$ cat src/rtl/sobel_frame_packer.sv
// rtl/sobel_frame_packer.sv - Sobel magnitude to framed byte stream packer
//
// Purpose:
//   Converts 16-bit Sobel gradient magnitudes to bytes using a right shift with
//   saturation. Each frame is prefixed with a two-byte sync header (A5, 5A),
//   and the final pixel of every frame is flagged with last_o.
//
// Ports:
//   clk_i     in   single clock
//   reset_i   in   asynchronous active-high reset
//   valid_i   in   input magnitude valid
//   data_i    in   Sobel magnitude (width_in_p)
//   ready_o   out  input accepted when valid_i & ready_o
//   valid_o   out  output byte valid
//   data_o    out  header or pixel byte (width_out_p)
//   last_o    out  data_o is the final pixel of the frame
//   ready_i   in   downstream ready
//   frames_o  out  completed-frame count, wraps 255 -> 0
module sobel_frame_packer #(
  parameter int width_in_p     = 16,
  parameter int width_out_p    = 8,
  parameter int linewidth_px_p = 480,
  parameter int frame_lines_p  = 480,
  parameter int shift_p        = 4
) (
  input  logic                   clk_i,
  input  logic                   reset_i,
  input  logic                   valid_i,
  input  logic [width_in_p-1:0]  data_i,
  output logic                   ready_o,
  output logic                   valid_o,
  output logic [width_out_p-1:0] data_o,
  output logic                   last_o,
  input  logic                   ready_i,
  output logic [7:0]             frames_o
);

  localparam int col_w_lp = (linewidth_px_p > 1) ? $clog2(linewidth_px_p) : 1;
  localparam int row_w_lp = (frame_lines_p > 1) ? $clog2(frame_lines_p) : 1;

  localparam logic [width_in_p-1:0] sat_lim_lp =
    width_in_p'((64'd1 << width_out_p) - 64'd1);
  localparam logic [width_out_p-1:0] hdr0_lp = width_out_p'(8'hA5);
  localparam logic [width_out_p-1:0] hdr1_lp = width_out_p'(8'h5A);

  typedef enum logic [1:0] {
    st_hdr0 = 2'd0,
    st_hdr1 = 2'd1,
    st_pix  = 2'd2
  } state_t;

  state_t                 r_state;
  logic                   r_valid;
  logic [width_out_p-1:0] r_data;
  logic                   r_last;
  logic [col_w_lp-1:0]    r_col;
  logic [row_w_lp-1:0]    r_row;
  logic [7:0]             r_frames;

  state_t                 w_state_nxt;
  logic                   w_valid_nxt;
  logic [width_out_p-1:0] w_data_nxt;
  logic                   w_last_nxt;
  logic [col_w_lp-1:0]    w_col_nxt;
  logic [row_w_lp-1:0]    w_row_nxt;
  logic [7:0]             w_frames_nxt;

  logic                   w_loadable;
  logic                   w_ready;
  logic                   w_accept;
  logic                   w_col_end;
  logic                   w_row_end;
  logic [width_in_p-1:0]  w_shifted;
  logic [width_out_p-1:0] w_scaled;

  // Output slot can take a new beat when empty or being drained this cycle.
  assign w_loadable = ~r_valid | ready_i;
  assign w_ready    = (r_state == st_pix) & w_loadable;
  assign w_accept   = valid_i & w_ready;

  assign w_col_end = (r_col == col_w_lp'(linewidth_px_p - 1));
  assign w_row_end = (r_row == row_w_lp'(frame_lines_p - 1));

  // Compare at full input width so large magnitudes saturate rather than wrap.
  assign w_shifted = data_i >> shift_p;
  assign w_scaled  = (w_shifted > sat_lim_lp) ? {width_out_p{1'b1}}
                                              : w_shifted[width_out_p-1:0];

  always_comb begin
    w_state_nxt  = r_state;
    w_valid_nxt  = r_valid;
    w_data_nxt   = r_data;
    w_last_nxt   = r_last;
    w_col_nxt    = r_col;
    w_row_nxt    = r_row;
    w_frames_nxt = r_frames;
    if (w_loadable) begin
      // Default when loadable: slot drains and nothing refills it.
      w_valid_nxt = 1'b0;
      w_last_nxt  = 1'b0;
      case (r_state)
        st_hdr0: begin
          w_valid_nxt = 1'b1;
          w_data_nxt  = hdr0_lp;
          w_state_nxt = st_hdr1;
        end
        st_hdr1: begin
          w_valid_nxt = 1'b1;
          w_data_nxt  = hdr1_lp;
          w_state_nxt = st_pix;
        end
        st_pix: begin
          if (valid_i) begin
            w_valid_nxt = 1'b1;
            w_data_nxt  = w_scaled;
            if (w_col_end) begin
              w_col_nxt = '0;
              if (w_row_end) begin
                w_row_nxt    = '0;
                w_last_nxt   = 1'b1;
                w_frames_nxt = r_frames + 8'd1;
                w_state_nxt  = st_hdr0;
              end else begin
                w_row_nxt = r_row + row_w_lp'(1);
              end
            end else begin
              w_col_nxt = r_col + col_w_lp'(1);
            end
          end
        end
        default: begin
          w_state_nxt = st_hdr0;
        end
      endcase
    end
  end

  always_ff @(posedge clk_i or posedge reset_i) begin
    if (reset_i) begin
      r_state  <= st_hdr0;
      r_valid  <= 1'b0;
      r_data   <= '0;
      r_last   <= 1'b0;
      r_col    <= '0;
      r_row    <= '0;
      r_frames <= 8'd0;
    end else begin
      r_state  <= w_state_nxt;
      r_valid  <= w_valid_nxt;
      r_data   <= w_data_nxt;
      r_last   <= w_last_nxt;
      r_col    <= w_col_nxt;
      r_row    <= w_row_nxt;
      r_frames <= w_frames_nxt;
    end
  end

  assign ready_o  = w_ready;
  assign valid_o  = r_valid;
  assign data_o   = r_data;
  assign last_o   = r_last;
  assign frames_o = r_frames;

  // valid_i only matters in the pixel state with a loadable slot.
  logic w_unused;
  assign w_unused = w_accept;

endmodule

$ cat config.mk
export PLATFORM = sky130hd
export DESIGN_NAME = sobel_frame_packer
export DESIGN_NICKNAME = d
export VERILOG_FILES = /design/src/rtl/sobel_frame_packer.sv
export SDC_FILE = /design/constraint.sdc
export NUM_CORES = 1
export LEC_CHECK = 0
export CAP_MARGIN = 20
export CORE_MARGIN = 3
export CORE_UTILIZATION = 35
export DETAILED_ROUTE_END_ITERATION = 8
export PLACE_DENSITY = 0.57
export RECOVER_POWER = 25
export SLEW_MARGIN = 5
export SYNTH_ARGS = -nofsm -noshare
export SYNTH_HDL_FRONTEND = slang
export SYNTH_SLANG_ARGS = --single-unit
$ cat constraint.sdc
create_clock -name clk_i -period 3.3 [get_ports clk_i]
set_input_delay 0.66 -clock clk_i [delete_from_list [all_inputs] [get_ports clk_i]]
set_output_delay 0.66 -clock clk_i [all_outputs]
set_load 0.1 [all_outputs]
* Yosys cells after proc, flatten, opt, wreduce, memory -nomap -nowiden
Cells that the tools add are included.
** Word-level totals
- Word-level logic and storage cells :: 44
- Register bits :: 38
- Memories :: 0
- Memory bits (read-only) :: 0
- Memory bits (writable) :: 0
- Latch bits :: 0
- Input bits :: 20
- Output and inout bits :: 19
** Cells by class
- Multiply operators :: 0
- Equality and inequality tests :: 7
- Bitwise logic cells :: 3
- Muxes and demuxes :: 15
- $add $sub $neg :: 3
- Shift-type cells :: 0
- Reductions and logical operators :: 8
- $lt $le $gt $ge :: 1
- Divide/modulo/power cells :: 0
** Operator list (count)
- $pmux W8 S3 :: 1
- $add A9 B1 Y9 const B :: 2
- $eq A9 B9 Y1 const B :: 2
- $mux W9 :: 2
- $mux W8 :: 2
- $gt A12 B8 Y1 const B :: 1
- $add A8 B1 Y8 const B :: 1
- $reduce_and A4 Y1 :: 2
- $mux W2 :: 3
- $ne A2 B2 Y1 const B :: 3
- $pmux W2 S3 :: 1
- $reduce_and A3 Y1 :: 2
- $mux W1 :: 5
- $reduce_and A5 Y1 :: 1
- $reduce_bool A3 Y1 :: 1
- $eq A2 B1 Y1 const B :: 1
- $eq A2 B2 Y1 const B :: 1
- $logic_not A2 Y1 :: 1
- $pmux W1 S2 :: 1
- $reduce_or A2 Y1 :: 1
- $and A1 B1 Y1 :: 1
- $not A1 Y1 :: 1
- $or A1 B1 Y1 :: 1

* Depth between registers and ports, before layout
Gate-level depths: netlist (run 1).
- Depth after elaboration :: 5
- Depth in mapped cells :: 7
- Depth with buffers taken out :: 6

* Worst setup path before layout (run 1)
Ideal clock, no wire load.
- Kind :: register to output
- From :: reg r_valid, in the netlist valid_o
- To :: out ready_o
- Setup slack :: 167 ps
- Cell stages (with the launch flop) :: 4
- Arrival time :: 2473 ps
- Buffers on the path :: 1
- Path through :: dfrtp_1 nor2b_1 clkbuf_1 nor2_1
** Between the ends
- Word-level cells in the longest chain between the ends :: 3
** RTL lines
- from (decl) :: RTL line 53 : logic r_valid;
- from (signal assigned) :: RTL line 149 : r_valid <= w_valid_nxt;
- $not A1 Y1 :: RTL line 77 : assign w_loadable = ~r_valid | ready_i;
- $or A1 B1 Y1 :: RTL line 77
- $and A1 B1 Y1 :: RTL line 78 : assign w_ready = (r_state == st_pix) & w_loadable;
- to (decl) :: RTL line 30 : output logic ready_o,
Every way passes these cells.

* Worst setup path after layout (run 1)
- From :: in ready_i
- To :: out ready_o
** Between the ends
- Word-level cells in the longest chain between the ends :: 2
** RTL lines
- from (decl) :: RTL line 34 : input logic ready_i,
- $or A1 B1 Y1 :: RTL line 77
- $and A1 B1 Y1 :: RTL line 78
Every way passes these cells.

==> impl_metrics.csv, run 1 <==
group,metric,value,unit
worst_setup_path,path_cells,"clkdlybuf4s50_1, nor2b_1, nor2_1, buf_4",
drt,drt_iter0_drc,49,
layout,diodes,0,
drt,via_per_inst,5.02,
placed_design,port_buffers,34,
clock_network,cts_buffer_depth,2,
timing,fin_crit,2.61,ns
placed_design,dp_hpwl,2820,um
worst_setup_path,endpoint,"ready_o",
yosys,synth.avg_cell_area,10.2,um^2
outcome,outcome,"finished clean",
clock_network,clock-root-buffer,"clkbuf_8",
drt,drt-pass1-iter-count,4,
grt,grt.total_usage,13.3,%
worst_setup_path,regToRegSetupSlack,1.24,ns
floorplanning,rows,26,
floorplanning,io_pins,39,
drt,drc,0,
worst_setup_path,crit_fanout,8,
grt,antenna_found_initial,0,
clock_network,insertion_delay,0.29,ns
worst_setup_path,critPathKind,"in2out",
worst_setup_path,startpoint,"ready_i",
timing,setup_tns,0,ns
layout,stdcell_area,2430,um^2
yosys,synth_warnings,0,
clock_network,cts_resized,0,
clock_network,cts.sinks,38,
floorplanning,die_w,80.1,um
clock_network,postCtsSetupBuffers,0,
timing,clock.fmax,383,MHz
timing,setup_viol,0,
grt,grt_max_degree,39,
power,peakVddDrop,0.400,mV
layout,fin_nets,255,
yosys,synth_area,1920,um^2
grt,gr-total-overflow,0,
yosys,synth_seq_cells,38,
yosys,ys_seq_area_share,49.5,%
clock_network,cts_tree,"built",
power,p_leak,1.14,nW
worst_setup_path,r2r-end,"frames_o[6]",
timing,rsz0062_at_grt,"no",
floorplanning,die_height,80.1,um
layout,finalNonFillerCells,299,
worst_setup_path,arrival,1.95,ns
worst_setup_path,critPathCaptureType,"output port",
worst_setup_path,cp_slowest_cell,"nor2b_1",
drt,routed_wl,3850,um
timing,slew_headroom,54.5,%
grt,first_global_vias,1493,
drt,vias,1500,
timing,hold_viol,0,
timing,final_max_slew_viol_count,0,
yosys,synth_edf_count,0,
flow_run,drv_cap,0,
clock_network,cts_hold_buffers,0,
layout,area_delta_synth_final,26.5,%
timing,fin_worst_skew,0.00479,ns
worst_setup_path,critPathLaunchType,"input port",
placed_design,place.gp.congestion,0.734,
worst_setup_path,critPathMaxStageDelay,0.54,ns
clock_network,clk_pin_slew,0.08,ns
drt,antenna_left,0,
floorplanning,dieArea,6410,um^2
yosys,synth_cell_types,37,
timing,finalCritPeriodShare,79.2,%
drt,avgRoutedWirePerCell,12.9,um
yosys,syn_nets,216,
worst_setup_path,reg2reg_from,"r_state[0]",
layout,layout_commonest_cell,"dfrtp_1",
worst_setup_path,rr_worst_depth,6,
layout,drive_above_1_share,17.5,%
power,p_per_area,750,nW/um^2
floorplanning,core,5200,um^2
timing,tightest_slew,0.682,ns
yosys,ys.flop_type,"dfrtp_1",
min_path,holdCritPathClass,"reg2reg",
clock_network,cts_inserted_buffers,5,
layout,final_cell_mix,"dfrtp_1 (38), o21ai_0 (25), nand2_1 (24), buf_4 (21), clkdlybuf4s50_1 (14)",
grt,grt_pass1_wl,6740,um
clock_network,htree_levels,2,
placed_design,place_inst,291,
worst_setup_path,cp.required,2.64,ns
yosys,async_reset_ff_share,100,%
power,power,1.82,mW
floorplanning,start_util,36.9,%
yosys,syn_inst,189,
placed_design,postPlaceCellArea,2290,um^2
registers in the layout (all words and copies together) (netlist names):
signal	count
r_col	9
r_row	9
data_o	8
frames_o	8
r_state	2
last_o	1
valid_o	1
worst min path at each step:
stage                             end  cells past startpoint         from  slack (ns)
after global routing      frames_o[7]                      1  frames_o[7]        0.49
after CTS                 frames_o[7]                      1  frames_o[7]        0.49
after global placement    frames_o[7]                      1  frames_o[7]        0.46
after detailed placement       last_o                      1       last_o        0.47
final                     frames_o[7]                      1  frames_o[7]        0.48
after floorplan              r_row[4]                      1     r_row[4]        0.45
synthesized netlist by cell type, drive strengths merged, types with 3 or more instances:
cell / instances / area share, %
nand4: 7 / 3.1
inv: 7 / 1.4
nor4: 5 / 2.4
nand2: 26 / 5.3
nor3: 3 / 0.78
clkbuf: 3 / 0.65
xor2: 5 / 2.3
nand3: 11 / 2.9
ha: 7 / 4.6
and4: 3 / 1.4
nor2: 11 / 2.1
o21ai: 25 / 6.5
a21oi: 3 / 0.78
dfrtp: 38 / 50
xnor2: 8 / 3.6
mux2: 4 / 2.3
power breakdown:
part | total, mW | internal (mW) | switching, mW | leakage, nW
clock | 0.478 | 0.303 | 0.175 | 0.0683
sequential | 0.603 | 0.546 | 0.0562 | 0.500
combinational | 0.742 | 0.195 | 0.547 | 0.570
total | 1.82 | 1.04 | 0.779 | 1.14
cell families (layout without fill, tap and decap cells):
family,Yosys count,count (layout),share of synthesized area [%]
fa+ha+maj,7,7,4.56
flops,38,38,49.5
simple gates,79,79,24.0
mux,5,5,2.87
compound gates,36,36,10.5
xor+xnor,13,13,5.93
buf+inv,11,51,2.61
stage by stage:
| step | hold slack, ns | setup slack (ns) | utilization, % |
|---|---|---|---|
| global route | 0.495 | 0.581 | 46.7 |
| detailed placement | 0.471 | 0.675 | 44.0 |
| CTS | 0.487 | 0.676 | 46.7 |
| global placement | 0.459 | 0.682 | 44.0 |
| floorplan | 0.453 | 0.167 | - |
| finish | 0.477 | 0.687 | 46.7 |
worst max-delay path, delay by kind of cell:
| kind | cells | cell delay [ns] |
|---|---|---|
| buffers and inverters | 2 | 0.67 |
| AND/OR/NAND/NOR | 2 | 0.62 |
per-layer routing:
layer / wire length [um] / global-route usage [%] / up-vias / part of all wire, %
met1: 1820 / 16.2 / 704 / 47
met5: 0 / 0 / - / 0
met3: 277 / 4.26 / 5 / 7.2
met4: 51 / 4.56 / 0 / 1.3
met2: 1700 / 22.1 / 33 / 44
li1: - / - / 758 / -
final cells by class:
cell class | count | area (um^2)
Fill cell | 516 | 2780
Sequential cell | 38 | 951
Multi-Input combinational cell | 140 | 920
Timing Repair Buffer | 36 | 308
Tap cell | 70 | 87.6
Clock buffer | 5 | 68.8
Clock inverter | 3 | 68.8
Inverter | 7 | 26.3
No activity file was read; power rests on OpenSTA's default activity.
==> inputs of run 2 (changes only) <==
==> constraint.sdc (replaced) <==
create_clock -name clk_i -period 2.5 [get_ports clk_i]
set_input_delay 0.5 -clock clk_i [delete_from_list [all_inputs] [get_ports clk_i]]
set_output_delay 0.5 -clock clk_i [all_outputs]
set_load 0.1 [all_outputs]
==> impl_metrics.csv, run 2 (synthesis gave the netlist of run 1 again) <==
group,metric,value,unit
outcome,outcome,"finished clean",
timing,fin_worst_skew,0.00201,ns
clock_network,cts.sinks,38,
timing,final_max_slew_viol_count,0,
layout,fin_nets,259,
clock_network,clock-root-buffer,"clkbuf_8",
drt,antenna_left,0,
worst_setup_path,arrival,1.52,ns
layout,final_cell_mix,"dfrtp_1 (38), o21ai_0 (25), nand2_1 (24), buf_4 (23), clkdlybuf4s50_1 (14)",
layout,layout_commonest_cell,"dfrtp_1",
clock_network,cts_resized,0,
placed_design,postPlaceCellArea,2340,um^2
floorplanning,rows,26,
worst_setup_path,critPathLaunchType,"register",
floorplanning,core,5200,um^2
drt,drc,0,
timing,tightest_slew,0.962,ns
worst_setup_path,crit_fanout,6,
drt,avgRoutedWirePerCell,12.5,um
power,seqPwrFrac,36.0,%
power,pwr-share-comb,45.4,%
floorplanning,start_util,36.9,%
timing,rsz0062_at_grt,"no",
grt,antenna_found_initial,0,
drt,drt-pass1-iter-count,4,
drt,routed_wl,3750,um
timing,setup_ws,0.483,ns
placed_design,dp_hpwl,2730,um
grt,grt.total_usage,12.9,%
grt,gr-total-overflow,0,
drt,vias,1476,
timing,slew_headroom,35.9,%
timing,setup_viol,0,
layout,drive_above_1_share,18.6,%
worst_setup_path,worst-path-stages,5,
worst_setup_path,path_common_cell,"inv_1",
placed_design,pre_cts_slack,0.337,ns
clock_network,htree_levels,2,
power,p_per_area,913,nW/um^2
drt,drt_iter0_drc,84,
layout,final_util,46.5,%
layout,area_delta_synth_final,26.1,%
worst_setup_path,critPathKind,"reg2out",
layout,top_regs,"r_col: 9 flops, r_row: 9 flops",
timing,clock.fmax,496,MHz
timing,hold_viol,0,
floorplanning,io_pins,39,
floorplanning,dieArea,6410,um^2
worst_setup_path,cp.buffers_inverters,3,
placed_design,port_buffers,34,
worst_setup_path,critPathCaptureType,"output port",
power,clkPwrFrac,18.5,%
grt,grt_max_degree,39,
timing,hold_slack,0.470,ns
worst_setup_path,cp_slowest_cell,"dfrtp_1",
power,p_sw,1000,uW
placed_design,place.gp.congestion,0.747,
drt,via_per_inst,4.90,
min_path,holdCritPathClass,"reg2reg",
worst_setup_path,path_delay_family,"buffers and inverters",
clock_network,cts_buffer_depth,2,
worst_setup_path,path_cells,"inv_1, ha_1, inv_1, nor2_4, buf_12",
power,peakVddDrop,0.544,mV
timing,fin_crit,2.02,ns
layout,stdcell_area,2420,um^2
clock_network,postCtsSetupBuffers,0,
worst_setup_path,critPathMaxStageDelay,0.42,ns
grt,grt_pass1_wl,6610,um
grt,first_global_vias,1449,
clock_network,clk_pin_slew,0.07,ns
clock_network,insertion_delay,0.28,ns
power,p_leak,1.14,nW
power,internal_power,1.21,mW
flow_run,drv_cap,0,
clock_network,cts_tree,"built",
power,sw_frac_of_total,45.2,%
min_path,min_path_cells,1,
floorplanning,die_height,80.1,um
worst_setup_path,rr_worst_depth,7,
clock_network,cts_inserted_buffers,5,
floorplanning,die_w,80.1,um
clock_network,cts_hold_buffers,0,
timing,finalCritPeriodShare,80.7,%
layout,diodes,0,
worst_setup_path,cp.required,2.00,ns
timing,setup_tns,0,ns
run 2: per-layer routing:
metal	vias up	wire, um	part of all wire [%]	track usage (%)
li1	757	-	-	-
met1	677	1880	50	17.9
met2	35	1600	43	20.3
met3	7	212	5.7	2.58
met4	0	54	1.4	4.05
met5	-	0	0	0
run 2: layout make-up:
| type | instances | area, um^2 |
|---|---|---|
| Clock buffer | 6 | 82.6 |
| Fill cell | 518 | 2780 |
| Inverter | 7 | 26.3 |
| Multi-Input combinational cell | 140 | 927 |
| Sequential cell | 38 | 951 |
| Tap cell | 70 | 87.6 |
| Timing Repair Buffer | 40 | 348 |
run 2: through the flow:
stage / power [mW] / std cells
2_1_floorplan: 1.58 / 189
3_3_place_gp: 1.82 / 295
3_5_place_dp: 1.82 / 295
4_1_cts: 2.24 / 301
5_1_grt: 2.33 / 301
6_report: 2.21 / 301
run 2: final timing paths:
path                              from     endpoint  slack, ns
min                        frames_o[7]  frames_o[7]       0.47
min reg2reg                frames_o[7]  frames_o[7]       0.47
min in group asynchronous      reset_i     r_row[8]       0.96
max reg2reg                 r_state[0]     r_row[8]       0.56
max in group asynchronous      reset_i     r_col[6]       0.95
max                         r_state[0]      ready_o       0.48
run 2: worst register-to-register path, cell delays in order (launching register included):
cell and delay (ns):
dfrtp_1 0.42, inv_1 0.10, ha_1 0.26, and2_1 0.22, nand4_4 0.14, buf_4 0.18, or4b_1 0.49, nand2_1 0.07
run 2: power by group through the flow:
stage,Combinational [mW],Sequential [mW],Clock [mW]
after floorplan,0.348,1.23,0
after global placement,1.01,0.805,0
after detailed placement,1.01,0.809,0
after CTS,1.02,0.799,0.426
after global routing,1.07,0.811,0.453
final,1.00,0.797,0.410
